## config.mk

```make
export PLATFORM = sky130hd
export DESIGN_NAME = th99_bus_if
export DESIGN_NICKNAME = d
export VERILOG_FILES = /design/src/rtl/th99_bus_if.sv
export SDC_FILE = /design/constraint.sdc
export NUM_CORES = 1
export LEC_CHECK = 0
export BUFFER_PORTS_ARGS = -buffer_cell sky130_fd_sc_hd__buf_2
export CAP_MARGIN = 20
export CORE_ASPECT_RATIO = 1.75
export CORE_MARGIN = 10
export CORE_UTILIZATION = 50
export CTS_CLUSTER_SIZE = 40
export DETAILED_ROUTE_END_ITERATION = 10
export GPL_TIMING_DRIVEN = 0
export PLACE_DENSITY = 0.77
export SLEW_MARGIN = 10
export SYNTH_ARGS = -nofsm -noshare
export SYNTH_HDL_FRONTEND = slang
export SYNTH_SLANG_ARGS = --single-unit
export TNS_END_PERCENT = 50
```

## constraint.sdc

```tcl
create_clock -name clock -period 3.15 [get_ports clock]
set_input_delay 0.63 -clock clock [delete_from_list [all_inputs] [get_ports clock]]
set_output_delay 0.63 -clock clock [all_outputs]
set_load 0.05 [all_outputs]
```

## src/rtl/th99_bus_if.sv

```systemverilog
`default_nettype none
// ============================================================================
// Module : th99_bus_if
// Brief  : 8051-style multiplexed host-bus front end for the TH99CHLS core.
//          Synchronises the bus strobes, latches the 16-bit address and turns
//          bus cycles into write strobes and read request/ack handshakes.
// Rev    : 1.0  initial release
// ============================================================================
module th99_bus_if #(
    parameter int SYNC_STAGES = 2
) (
    input  logic        clock,
    input  logic        rst_n,
    input  logic        cs_n,
    input  logic [7:0]  abus,
    input  logic        ale,
    input  logic        r_n,
    input  logic        w_n,
    input  logic [7:0]  dbus_in,
    output logic [7:0]  dbus_out,
    output logic        dbus_oe,
    output logic        wr_valid,
    output logic [15:0] wr_addr,
    output logic [7:0]  wr_data,
    output logic        rd_req,
    output logic [15:0] rd_addr,
    input  logic        rd_ack,
    input  logic [7:0]  rd_data,
    output logic [7:0]  err_cnt
);

    localparam logic [2:0] c_st_idle  = 3'd0;
    localparam logic [2:0] c_st_addr  = 3'd1;
    localparam logic [2:0] c_st_wait  = 3'd2;
    localparam logic [2:0] c_st_read  = 3'd3;
    localparam logic [2:0] c_st_write = 3'd4;

    // Strobe synchronisers plus one extra flop for edge detection
    logic [SYNC_STAGES-1:0] r_ale_sync;
    logic [SYNC_STAGES-1:0] r_r_n_sync;
    logic [SYNC_STAGES-1:0] r_w_n_sync;
    logic [SYNC_STAGES-1:0] r_cs_n_sync;
    logic                   r_ale_dly;
    logic                   r_r_n_dly;
    logic                   r_w_n_dly;

    // Bus pipelines are one stage longer so their tail lines up with the *_dly flops
    logic [SYNC_STAGES:0][7:0] r_abus_pipe;
    logic [SYNC_STAGES:0][7:0] r_dbus_pipe;

    logic [2:0]  r_state;
    logic [15:0] r_addr;
    logic [7:0]  r_dout;
    logic        r_rd_acked;
    logic        r_rd_req;
    logic        r_wr_valid;
    logic [15:0] r_wr_addr;
    logic [7:0]  r_wr_data;
    logic        r_dbus_oe;
    logic [7:0]  r_err_cnt;

    logic [2:0]  w_state_nxt;
    logic        w_addr_load;
    logic        w_rd_start;
    logic        w_wr_commit;
    logic        w_err_inc;

    logic        w_ale_s;
    logic        w_r_n_s;
    logic        w_w_n_s;
    logic        w_cs_n_s;
    logic        w_ale_fall;
    logic        w_r_fall;
    logic        w_r_rise;
    logic        w_w_fall;
    logic        w_w_rise;
    logic [7:0]  w_abus_bv;
    logic [7:0]  w_dbus_bv;

    always_ff @(posedge clock) begin
        if (!rst_n) begin
            r_ale_sync  <= '0;
            r_r_n_sync  <= '1;
            r_w_n_sync  <= '1;
            r_cs_n_sync <= '1;
            r_ale_dly   <= 1'b0;
            r_r_n_dly   <= 1'b1;
            r_w_n_dly   <= 1'b1;
            r_abus_pipe <= '0;
            r_dbus_pipe <= '0;
        end else begin
            r_ale_sync  <= {r_ale_sync[SYNC_STAGES-2:0], ale};
            r_r_n_sync  <= {r_r_n_sync[SYNC_STAGES-2:0], r_n};
            r_w_n_sync  <= {r_w_n_sync[SYNC_STAGES-2:0], w_n};
            r_cs_n_sync <= {r_cs_n_sync[SYNC_STAGES-2:0], cs_n};
            r_ale_dly   <= r_ale_sync[SYNC_STAGES-1];
            r_r_n_dly   <= r_r_n_sync[SYNC_STAGES-1];
            r_w_n_dly   <= r_w_n_sync[SYNC_STAGES-1];
            r_abus_pipe <= {r_abus_pipe[SYNC_STAGES-1:0], abus};
            r_dbus_pipe <= {r_dbus_pipe[SYNC_STAGES-1:0], dbus_in};
        end
    end

    assign w_ale_s    = r_ale_sync[SYNC_STAGES-1];
    assign w_r_n_s    = r_r_n_sync[SYNC_STAGES-1];
    assign w_w_n_s    = r_w_n_sync[SYNC_STAGES-1];
    assign w_cs_n_s   = r_cs_n_sync[SYNC_STAGES-1];
    assign w_ale_fall = r_ale_dly & ~w_ale_s;
    assign w_r_fall   = r_r_n_dly & ~w_r_n_s;
    assign w_r_rise   = ~r_r_n_dly & w_r_n_s;
    assign w_w_fall   = r_w_n_dly & ~w_w_n_s;
    assign w_w_rise   = ~r_w_n_dly & w_w_n_s;
    assign w_abus_bv  = r_abus_pipe[SYNC_STAGES];
    assign w_dbus_bv  = r_dbus_pipe[SYNC_STAGES];

    always_comb begin
        w_state_nxt = r_state;
        w_addr_load = 1'b0;
        w_rd_start  = 1'b0;
        w_wr_commit = 1'b0;
        w_err_inc   = 1'b0;
        // Deselect overrides everything and silently drops any access in flight
        if (w_cs_n_s) begin
            w_state_nxt = c_st_idle;
        end else begin
            case (r_state)
                c_st_idle: begin
                    if (w_ale_s) w_state_nxt = c_st_addr;
                end
                c_st_addr: begin
                    if (w_ale_fall) begin
                        w_addr_load = 1'b1;
                        w_state_nxt = c_st_wait;
                    end
                end
                c_st_wait: begin
                    // One error per occurrence of both strobes going low together
                    if (!w_r_n_s && !w_w_n_s && (w_r_fall || w_w_fall)) begin
                        w_err_inc = 1'b1;
                    end else if (w_r_fall) begin
                        w_rd_start  = 1'b1;
                        w_state_nxt = c_st_read;
                    end else if (w_w_fall) begin
                        w_state_nxt = c_st_write;
                    end else if (w_ale_s) begin
                        w_state_nxt = c_st_addr;
                    end
                end
                c_st_read: begin
                    if (w_ale_s) begin
                        w_err_inc   = 1'b1;
                        w_state_nxt = c_st_addr;
                    end else if (w_r_rise) begin
                        w_state_nxt = c_st_wait;
                        if (!(r_rd_acked || rd_ack)) w_err_inc = 1'b1;
                    end
                end
                c_st_write: begin
                    if (w_ale_s) begin
                        w_err_inc   = 1'b1;
                        w_state_nxt = c_st_addr;
                    end else if (w_w_rise) begin
                        w_wr_commit = 1'b1;
                        w_state_nxt = c_st_wait;
                    end
                end
                default: w_state_nxt = c_st_idle;
            endcase
        end
    end

    always_ff @(posedge clock) begin
        if (!rst_n) begin
            r_state    <= c_st_idle;
            r_addr     <= '0;
            r_dout     <= '0;
            r_rd_acked <= 1'b0;
            r_rd_req   <= 1'b0;
            r_wr_valid <= 1'b0;
            r_wr_addr  <= '0;
            r_wr_data  <= '0;
            r_dbus_oe  <= 1'b0;
            r_err_cnt  <= '0;
        end else begin
            r_state    <= w_state_nxt;
            r_rd_req   <= w_rd_start;
            r_wr_valid <= w_wr_commit;
            r_dbus_oe  <= (w_state_nxt == c_st_read);
            if (w_addr_load) r_addr <= {w_abus_bv, w_dbus_bv};
            if (w_wr_commit) begin
                r_wr_addr <= r_addr;
                r_wr_data <= w_dbus_bv;
            end
            if (w_rd_start) begin
                r_rd_acked <= 1'b0;
            end else if ((r_state == c_st_read) && rd_ack) begin
                r_rd_acked <= 1'b1;
            end
            if ((r_state == c_st_read) && rd_ack) r_dout <= rd_data;
            if (w_err_inc && (r_err_cnt != 8'hFF)) r_err_cnt <= r_err_cnt + 8'd1;
        end
    end

    assign dbus_out = r_dout;
    assign dbus_oe  = r_dbus_oe;
    assign wr_valid = r_wr_valid;
    assign wr_addr  = r_wr_addr;
    assign wr_data  = r_wr_data;
    assign rd_req   = r_rd_req;
    assign rd_addr  = r_addr;
    assign err_cnt  = r_err_cnt;

endmodule
`default_nettype wire
```

==> results.txt <==
die area - 12320 sq um
synthesized area - 4081 sq um
DRT iter0 DRCs - 65
PD cells - 646.4 nW/um^2
postcts setup bufs - 0
Routed Antenna Nets - 0
beginning of the worst hold path - r_cs_n_sync[0]$_SDFF_PN1_
crit path kind - reg2reg
die height - 139.5 um
Sink Count - 122
RePlAce Congestion - 0.8894
EDFF count, synth - 0
CTS clk-pin slew, worst paths - 0.05 ns
Filler Cell Count - 658
clk buf depth - 2
ys flop type - dfxtp_1
layout cell share with drive strength beyond 1 - 23.26%
endpoint type of the worst setup path - flip-flop
max_slew headroom - 64.52%
Worst setup SP type - flip-flop
Ports - 90
Worst EP required - 3.41 ns
CTS tree - yes
initial core utilization - 51.26%
Setup TNS - 0 ns
Via Count - 3104
core area - 7963 sq um
post-CTS resize count - 0
yosys warns - 0
Pleak - 2.331 nW
Clk Latency, worst-skew pair - 0.40 ns
htree depth - 4
die width - 88.30 um
GRT Overall Usage - 15.13%
status - complete, no violations
Post-Synthesis Cells - 416
PortBufs - 89
Cell variety after synth - 42
DP HPWL - 6759 um
top cell type's share of synthesized area - 59.84%
final period utilization - 66.33%
syn_nets - 448
TritonRoute pass-1 iters - 4
reg-to-reg critical path startpoint - r_state[2]$_SDFF_PN0_
final wirelength - 8882 um
area of the multi-input gates - 1494 sq um
DRC - 0
worst slew pin tran - 0.5322 ns
RSZ-0062 raised after global routing - false
Final #Nets - 556
Syn-to-layout area delta - 26.43%
number of global-route vias before repair - 3130
clock buffer count from CTS - 17
skew final - 0.005519 ns
# Max-Cap Violations - 0
share of flip-flops with an asynchronous set or reset - 0%
sequential area share after synthesis - 59.84%
antenna fix cells - 0
first-pass GRT wire length - 14580 um
WL per Instance - 14.26 um
worst hold margin - 0.4051 ns
via/cell ratio - 4.982
Hold Buf Count CTS - 0
final number of max-transition violations - 0
final setup fails - 0
Post-Route Utilization - 64.80%
dominant cells by area after synthesis - dfxtp_1 (60%), and2_1 (8.3%), nand2_1 (6.3%), a21oi_1 (4.4%), mux2i_1 (4.4%)
clock root cell - clkbuf_16
initial antenna violation count - 0
register area - 2442 sq um
VDD IR-drop max - 0.5763 mV
worst path arrival time - 2.35 ns
post-synthesis sequential element count - 122
Yosys top cell by area - dfxtp_1
synthesized area per cell - 9.811 sq um
final hold violations - 0
Max FO, Critical Path - 10
Tmin final - 2.089 ns
Row Count - 43
gr ovfl total - 0
FMAX - 0.4786 GHz
crit path launch - r_state[2]$_SDFF_PN0_
pin count of the biggest net entering global routing - 17
HP Class - reg2reg
==> path summary, 6_finish.rpt <==
check	cells past startpoint	to	slack (ns)
worst max register to register	7	wr_data[5]$_SDFFE_PN0P_	1.06
worst max-delay path	7	wr_data[5]$_SDFFE_PN0P_	1.06
worst min register to register	1	r_cs_n_sync[1]$_SDFF_PN1_	0.41
worst min-delay path	1	r_cs_n_sync[1]$_SDFF_PN1_	0.41
==> cells in the final DEF (no fill, tap or decap), drive strengths merged, types with 2 or more instances in the layout <==
cell / Yosys / final
nand4: 4 / 4
a31oi: 3 / 3
o21bai: 2 / 2
dfxtp: 122 / 122
nor2: 28 / 28
o21ai: 4 / 4
nor2b: 6 / 6
and4b: 2 / 2
nand3b: 2 / 2
mux2i: 18 / 18
and2: 54 / 54
nand2: 68 / 68
inv: 5 / 5
nand2b: 11 / 11
nor3: 2 / 2
clkbuf: 17 / 42
a21oi: 36 / 36
buf: 7 / 96
clkinv: 0 / 3
nand3: 3 / 3
xnor2: 2 / 2
and3: 2 / 2
o211ai: 2 / 2
==> cell families (layout without fill, tap and decap cells) <==
kind of cell             count (synthesis)  in the layout  synth area share (%)
AND/OR/NAND/NOR                        188            188                 23.42
flip-flops                             122            122                 59.84
AO/OA/AOI/OAI                           56             56                 8.032
buffers and inverters                   29            146                 3.556
multiplexers                            18             18                 4.414
XOR/XNOR                                 2              2                0.4293
adder cells (fa/ha/maj)                  1              1                0.3065
==> layer usage <==
layer	vias to the layer above	global-route usage, %	routed length [um]
met3	16	5.669	613
met2	77	26.00	4677
met4	0	8.212	223
met1	1432	15.04	3367
li1	1579	-	-
met5	-	0	0
==> power breakdown <==
part	internal (mW)	switching [mW]	leakage, nW
combinational	0.0354	0.0393	1.08
clock	1.08	0.589	0.261
sequential	1.58	0.0105	0.993
total	2.70	0.639	2.33
==> worst max-delay path, stage by stage (launching register included) <==
cell and delay [ns]:
dfxtp_1 0.46, nor4b_2 0.37, nand3b_1 0.25, or2_1 0.27
clkbuf_1 0.15, clkbuf_1 0.25, nand2_1 0.14, a21oi_1 0.07
==> sequential cells by signal (all words and copies together), names as in the netlist <==
| signal | count |
|---|---|
| r_ale_sync | 2 |
| r_ale_dly | 1 |
| w_abus_bv | 8 |
| dbus_out | 8 |
| r_w_n_sync | 2 |
| r_cs_n_sync | 2 |
| wr_valid | 1 |
| wr_data | 8 |
| dbus_oe | 1 |
| r_state | 3 |
| wr_addr | 16 |
| err_cnt | 8 |
| r_rd_acked | 1 |
| r_r_n_dly | 1 |
| rd_addr | 16 |
| r_r_n_sync | 2 |
| rd_req | 1 |
| r_abus_pipe | 16 |
| r_dbus_pipe | 16 |
| r_w_n_dly | 1 |
| w_dbus_bv | 8 |
==> stage by stage <==
stage	instances	cell area (sq um)	power [mW]	setup slack (ns)
finish	623	5160	3.335	1.061
global route	623	5160	3.430	0.8357
detailed placement	595	4639	1.694	1.106
global placement	595	4639	1.690	1.140
floorplan	416	4081	1.657	1.338
CTS	623	5160	3.360	1.087
==> area by class of cell <==
type	instances	area share, %
Buffer	24	2.449
Clock buffer	25	9.796
Clock inverter	3	0.2910
Inverter	5	0.3637
Multi-Input combinational cell	265	28.95
Sequential cell	122	47.33
Tap cell	90	2.182
Timing Repair Buffer	89	8.632
==> cells in the mapped netlist (2+ instances only) <==
library cell / instances
mux2i_1: 18
a31oi_1: 3
o21ai_0: 2
dfxtp_1: 122
clkbuf_1: 17
xnor2_1: 2
and3_1: 2
nand4_1: 4
and4b_1: 2
o21ai_1: 2
buf_6: 2
buf_2: 4
nor3_1: 2
inv_1: 4
nand2b_1: 11
nor2_1: 28
and2_1: 54
nand3_1: 3
nand2_1: 68
o211ai_1: 2
nor2b_1: 6
a21oi_1: 36
o21bai_1: 2
nand3b_1: 2
Power figures use the tool's default switching activity.
